--- src/rtl/segway_math_pipe.sv ---
// segway_math_pipe: turns PID output plus steering pot into slew-limited signed left/right motor speeds.
// Latency: 3 clk from an accepted vld to spd_vld; a new sample may be accepted every clk.
// Backpressure: none. vld is a strobe and is ignored while pwr_up is low or rst_n is low.
// Ports: clk, rst_n (synchronous, active-low); vld/PID_cntrl/steer_pot/en_steer/pwr_up inputs;
//        lft_spd/rght_spd signed speeds held between samples, spd_vld strobe, too_fast overspeed flag.
module segway_math_pipe #(
    parameter int          PID_W           = 12,
    parameter int          SPD_W           = 12,
    parameter logic [12:0] MIN_DUTY        = 13'h3C0,
    parameter logic [7:0]  LOW_TORQUE_BAND = 8'h3C,
    parameter logic [5:0]  GAIN_MULT       = 6'h10,
    parameter logic [11:0] SLEW_MAX        = 12'h040,
    parameter logic [11:0] FAST_THRESH     = 12'd1792,
    parameter int          FAST_CNT        = 4
) (
    input  logic             clk,
    input  logic             rst_n,
    input  logic             vld,
    input  logic [PID_W-1:0] PID_cntrl,
    input  logic [11:0]      steer_pot,
    input  logic             en_steer,
    input  logic             pwr_up,
    output logic [SPD_W-1:0] lft_spd,
    output logic [SPD_W-1:0] rght_spd,
    output logic             spd_vld,
    output logic             too_fast
);
    localparam int TQ_W     = PID_W + 1;       // torque width
    localparam int PR_W     = PID_W + 9;       // PID times 9-bit non-negative ss_tmr
    localparam int EW       = TQ_W + 8;        // headroom for shaping before saturation
    localparam int DW       = SPD_W + 1;       // speed difference width
    localparam int CW       = $clog2(FAST_CNT + 1);
    localparam int SAT_HI_I = (1 << (SPD_W - 1)) - 1;
    localparam int SAT_LO_I = -(1 << (SPD_W - 1));

    localparam logic signed [EW-1:0]    BAND_X     = EW'(LOW_TORQUE_BAND);
    localparam logic signed [EW-1:0]    MIN_DUTY_X = EW'(MIN_DUTY);
    localparam logic signed [EW-1:0]    GAIN_X     = EW'(GAIN_MULT);
    localparam logic signed [EW-1:0]    SAT_HI     = EW'(SAT_HI_I);
    localparam logic signed [EW-1:0]    SAT_LO     = EW'(SAT_LO_I);
    localparam logic signed [DW-1:0]    SLEW_P     = DW'(SLEW_MAX);
    localparam logic signed [DW-1:0]    SLEW_N     = -SLEW_P;
    localparam logic signed [SPD_W-1:0] FAST_X     = SPD_W'(FAST_THRESH);
    localparam logic [CW-1:0]           CNT_MAX    = CW'(FAST_CNT);

    // ---------------- state ----------------
    logic [7:0]              ss_tmr;
    logic                    s1_vld;
    logic signed [PID_W-1:0] s1_pid_ss;
    logic signed [TQ_W-1:0]  s1_steer;
    logic                    s1_en;
    logic                    s2_vld;
    logic [SPD_W-1:0]        s2_tgt_l;
    logic [SPD_W-1:0]        s2_tgt_r;
    logic [CW-1:0]           fast_cnt;

    // ---------------- stage 1: soft-start scaling and steering term ----------------
    logic signed [PR_W-1:0]  prod;
    logic signed [PID_W-1:0] pid_ss_c;
    logic [11:0]             steer_lmt;
    logic [11:0]             s12;
    logic signed [TQ_W-1:0]  s_x;
    logic signed [TQ_W-1:0]  steer_c;

    assign prod     = $signed({{9{PID_cntrl[PID_W-1]}}, PID_cntrl}) *
                      $signed({{(PID_W + 1){1'b0}}, ss_tmr});
    assign pid_ss_c = PID_W'(prod >>> 8);

    always_comb begin
        steer_lmt = steer_pot;
        if (steer_pot[11:8] >= 4'hE) begin
            steer_lmt = 12'hE00;
        end else if (steer_pot[11:8] <= 4'h2) begin
            steer_lmt = 12'h200;
        end
    end

    // Clamped pot minus mid-scale always fits in 12 signed bits.
    assign s12     = steer_lmt - 12'h7FF;
    assign s_x     = $signed({{(TQ_W - 12){s12[11]}}, s12});
    // Roughly 3/16 of the pot offset, built from two arithmetic shifts.
    assign steer_c = (s_x >>> 2) - (s_x >>> 4);

    // ---------------- stage 2: torque mix, shaping, saturation ----------------
    function automatic logic [SPD_W-1:0] shape_sat(input logic signed [TQ_W-1:0] t);
        logic signed [EW-1:0] tx;
        logic signed [EW-1:0] mag;
        logic signed [EW-1:0] v;
        tx  = EW'(t);
        mag = tx[EW-1] ? -tx : tx;
        // Above the low band add deadband compensation away from zero;
        // inside it, boost the small torque linearly.
        if (mag > BAND_X) begin
            v = tx[EW-1] ? (tx - MIN_DUTY_X) : (tx + MIN_DUTY_X);
        end else begin
            v = tx * GAIN_X;
        end
        if (v > SAT_HI) begin
            v = SAT_HI;
        end else if (v < SAT_LO) begin
            v = SAT_LO;
        end
        return SPD_W'(v);
    endfunction

    logic signed [TQ_W-1:0] pid_t;
    logic signed [TQ_W-1:0] tq_l;
    logic signed [TQ_W-1:0] tq_r;

    assign pid_t = $signed({s1_pid_ss[PID_W-1], s1_pid_ss});
    assign tq_l  = s1_en ? (pid_t + s1_steer) : pid_t;
    assign tq_r  = s1_en ? (pid_t - s1_steer) : pid_t;

    // ---------------- stage 3: slew limit and overspeed debounce ----------------
    function automatic logic [SPD_W-1:0] slew_step(input logic [SPD_W-1:0] tgt,
                                                   input logic [SPD_W-1:0] cur);
        logic signed [DW-1:0] d;
        logic signed [DW-1:0] step;
        d = $signed({tgt[SPD_W-1], tgt}) - $signed({cur[SPD_W-1], cur});
        if (d > SLEW_P) begin
            step = SLEW_P;
        end else if (d < SLEW_N) begin
            step = SLEW_N;
        end else begin
            step = d;
        end
        // The step moves toward an in-range target, so the sum cannot wrap.
        return cur + SPD_W'(step);
    endfunction

    logic [SPD_W-1:0] lft_nxt;
    logic [SPD_W-1:0] rght_nxt;
    logic             fast;
    logic [CW-1:0]    cnt_nxt;

    assign lft_nxt  = slew_step(s2_tgt_l, lft_spd);
    assign rght_nxt = slew_step(s2_tgt_r, rght_spd);
    assign fast     = ($signed(s2_tgt_l) > FAST_X) || ($signed(s2_tgt_r) > FAST_X);

    always_comb begin
        cnt_nxt = '0;
        if (fast) begin
            cnt_nxt = (fast_cnt == CNT_MAX) ? fast_cnt : fast_cnt + 1'b1;
        end
    end

    // ---------------- control / output registers ----------------
    // Dropping pwr_up behaves like reset: the ramp restarts and in-flight samples vanish.
    always_ff @(posedge clk) begin
        if (!rst_n || !pwr_up) begin
            ss_tmr   <= '0;
            s1_vld   <= 1'b0;
            s2_vld   <= 1'b0;
            spd_vld  <= 1'b0;
            lft_spd  <= '0;
            rght_spd <= '0;
            fast_cnt <= '0;
            too_fast <= 1'b0;
        end else begin
            s1_vld  <= vld;
            s2_vld  <= s1_vld;
            spd_vld <= s2_vld;
            if (vld && (ss_tmr != 8'hFF)) begin
                ss_tmr <= ss_tmr + 8'd1;
            end
            if (s2_vld) begin
                lft_spd  <= lft_nxt;
                rght_spd <= rght_nxt;
                fast_cnt <= cnt_nxt;
                too_fast <= (cnt_nxt == CNT_MAX);
            end
        end
    end

    // ---------------- datapath registers (qualified by the valids above) ----------------
    always_ff @(posedge clk) begin
        if (vld) begin
            s1_pid_ss <= pid_ss_c;
            s1_steer  <= steer_c;
            s1_en     <= en_steer;
        end
        if (s1_vld) begin
            s2_tgt_l <= shape_sat(tq_l);
            s2_tgt_r <= shape_sat(tq_r);
        end
    end

endmodule

--- config.mk ---
export PLATFORM = sky130hd
export DESIGN_NAME = segway_math_pipe
export DESIGN_NICKNAME = d
export VERILOG_FILES = /design/src/rtl/segway_math_pipe.sv
export SDC_FILE = /design/constraint.sdc
export NUM_CORES = 1
export LEC_CHECK = 0
export BUFFER_PORTS_ARGS = -buffer_cell sky130_fd_sc_hd__buf_2
export CORE_ASPECT_RATIO = 1.75
export CORE_UTILIZATION = 67
export CTS_CLUSTER_SIZE = 20
export DETAILED_ROUTE_END_ITERATION = 12
export GPL_TIMING_DRIVEN = 0
export PLACE_DENSITY = 0.84
export RECOVER_POWER = 50
export SETUP_SLACK_MARGIN = 0.3
export SKIP_CTS_REPAIR_TIMING = 1
export SYNTH_ARGS = -nofsm -noshare
export SYNTH_HDL_FRONTEND = slang
export SYNTH_SLANG_ARGS = --single-unit
--- constraint.sdc ---
create_clock -name clk -period 10.99 [get_ports clk]
set_input_delay 1.6485 -clock clk [delete_from_list [all_inputs] [get_ports clk]]
set_output_delay 1.6485 -clock clk [all_outputs]
set_load 0.005 [all_outputs]
==> flow_summary.toml <==
[drt]
num_vias = 10200
viasPerCell = 6.059
routed_wl_mm = 27.81
dr.pass1.iters = 5
ant_nets = 0
wl_per_cell_um = 16.52
drt_iter0_markers = 425
drc = 0

[floorplan]
rows = 63
pin_count = 55
fp.dieArea_um2 = 18070
core-area_um2 = 17030
die_h_um = 177.1
die_w_um = 102.0
initial_core_util_pct = 68.93

[placement]
placed_area_um2 = 12290
gp_congestion = 0.9173
port_buffers = 54
dp_hpwl_mm = 22.74

[grt]
grt_pass1_wl_mm = 46.62
antenna_found_initial = 0
grt_max_degree = 27
grt_use_total_pct = 32.90
grt_pass1_vias = 10520
gr-total-overflow = 0

[min_path]
hold_class = "flop to flop"

[pwr]
power.leakage_nw = 5.789
p_per_area_nw_per_um2 = 108.9
vdd_drop_max_v = 0.00008604

[final_layout]
nets = 1695
areaGrowthSynthToFinish_pct = 7.420
final_common_cell = "inv_1"
antennaDiodeCount = 0
final_cell_mix = "inv_1, ha_1, nor2_1, nand2_1, a21oi_1"
stdcell_area_um2 = 12610
drive_gt1_share_pct = 6.799

[worst_setup_path]
critPathRequiredTime_ns = 11.07
critPathTopFamily = "adder cells"
cpMaxStageDelayCell = "a2111oi_0"
startpoint_type = "input port"
cp.arrival_ns = 6.70
crit_path_max_fanout = 8
worst_setup_path_end_kind = "flop"
critPathMaxStageDelay_ns = 0.61
path_cells = "buf_2 > nand2_1 > fa_1 > fa_1 > inv_1 > ha_1 > inv_1 > fa_1 > inv_1 > ha_1 > and4_1 > a41o_1 > a21o_1 > a21oi_1 > o21ai_0 > a2111oi_0 > o31ai_1 > nor2_1 > a21oi_1 > a21oi_1 > xnor2_1"
crit_type = "input port to flop"
crit_buf_inv = 4

[sta]
setup_viol = 0
fmax_ghz = 0.1509
hold_violations = 0
drv_slew = 0
tightest_slew_ns = 1.412
fin_crit_ns = 6.628
setup_tns_ns = 0
finClkSkew_ns = 0.01791
rsz0062_at_grt = "no"
period_share_pct = 60.31
max-slew-margin-rel_pct = 5.895

[clock_network]
clkTransAtPathRegs_ns = 0.08
numCtsBuffers = 9
cts.path.max_buffers = 2
insertion_delay_ns = 0.36
cts-root-buf = "clkbuf_16"
cts.sinks = 87
htreeDepth = 3
cts_tree = "built"

[logic_synthesis]
synthesis.nets = 1630
syn_area_um2 = 11740
yosysWarnings = 0
yosysSeqAreaShare_pct = 18.93
synth_edf_count = 48
postSynthAreaPerCell_um2 = 8.468
synth_cell_types = 82
synth-seq-cells = 87
synth_cells = 1386
synthArstFlopShare_pct = 0
ys.flop_type = "edfxtp_1"

[job]
maxCapViolations = 0

[outcome]
status = "finished, final reports clean"
## layout make-up
type	count	area [um2]
Fill cell	1336	4419
Clock buffer	11	254.0
Timing Repair Buffer	54	245.2
Clock inverter	5	87.58
Inverter	208	780.7
Tap cell	227	284.0
Sequential cell	87	2222
Multi-Input combinational cell	1055	8561
Buffer	36	172.7
## worst paths after layout
path	from	endpoint	slack, ns	depth (start not counted)
setup / recovery	PID_cntrl[3]	s1_pid_ss[11]	4.36	21
hold / removal	fast_cnt[0]	fast_cnt[0]	0.49	2
setup reg to reg	ss_tmr[2]	s1_pid_ss[11]	4.85	21
hold reg to reg	fast_cnt[0]	fast_cnt[0]	0.49	2
## worst min-delay path, cell delays in order (launching register included)
cell and delay [ns]:
dfxtp_1 0.33, nand2_1 0.06, a21oi_1 0.05
## Yosys cell counts (all sizes together), types with 11 or more instances
library cell  instances  area [um2]
fa                   84        1682
ha                  131        1639
xnor2                55       481.7
xor2                 29       254.0
o22ai                11       68.82
nor2b                18       112.6
nor3                 18       95.09
nor4                 13       87.58
nor2                109       409.1
nand2                98       367.9
clkbuf               19       72.56
buf                  17       100.1
and3                 18       112.6
inv                 206       773.2
mux2i                23       230.2
dfxtp                39       780.8
nand3                22       110.1
and2                 60       375.4
or3                  17       106.4
o21ai                53       265.3
edfxtp               48        1441
a21oi                85       425.4
a21o                 35       262.8
nand2b               16       107.6
## per-layer routing
layer	share of wire, %	vias to the layer above	global-route usage (%)
met2	56	298	64.37
met5	0	-	0
met3	3.0	120	4.147
li1	-	4874	-
met4	6.3	0	21.85
met1	34	4906	30.32
## report_power, final
group	leakage, nW	internal (mW)	switching, mW
logic	4.85	0.250	0.374
clock network	0.163	0.215	0.134
registers	0.776	0.383	0.0173
total	5.79	0.848	0.524
## sequential cells by signal, summed over array words and instances (netlist names), 3 cells and up
name,count
lft_spd,12
rght_spd,12
s1_pid_ss,12
s2_tgt_l,12
s2_tgt_r,12
s1_steer,11
ss_tmr,8
fast_cnt,3
## per-stage QoR
step,std cells,hold WS (ns),util [%],setup WS (ns),power [mW]
detailed placement,1667,0.4805,72.19,4.023,1.011
CTS,1683,0.4913,74.19,4.334,1.360
floorplan,1386,0.4627,-,4.777,0.8737
global placement,1667,0.4686,72.19,4.042,0.9923
finish,1683,0.4904,74.04,4.362,1.372
global route,1683,0.5266,74.04,3.935,1.449
## cell families after synthesis
family                     count (synthesis)  synth area share [%]
AOI/OAI and AO/OA                        293                 16.84
xor gates and xnor gates                  84                 6.269
adders and majority gates                215                 28.29
buffers and inverters                    244                 8.124
DFF                                       87                 18.93
muxes                                     31                 2.729
and+or+nand+nor                          432                 18.81
(Power assumes the default switching activity.)
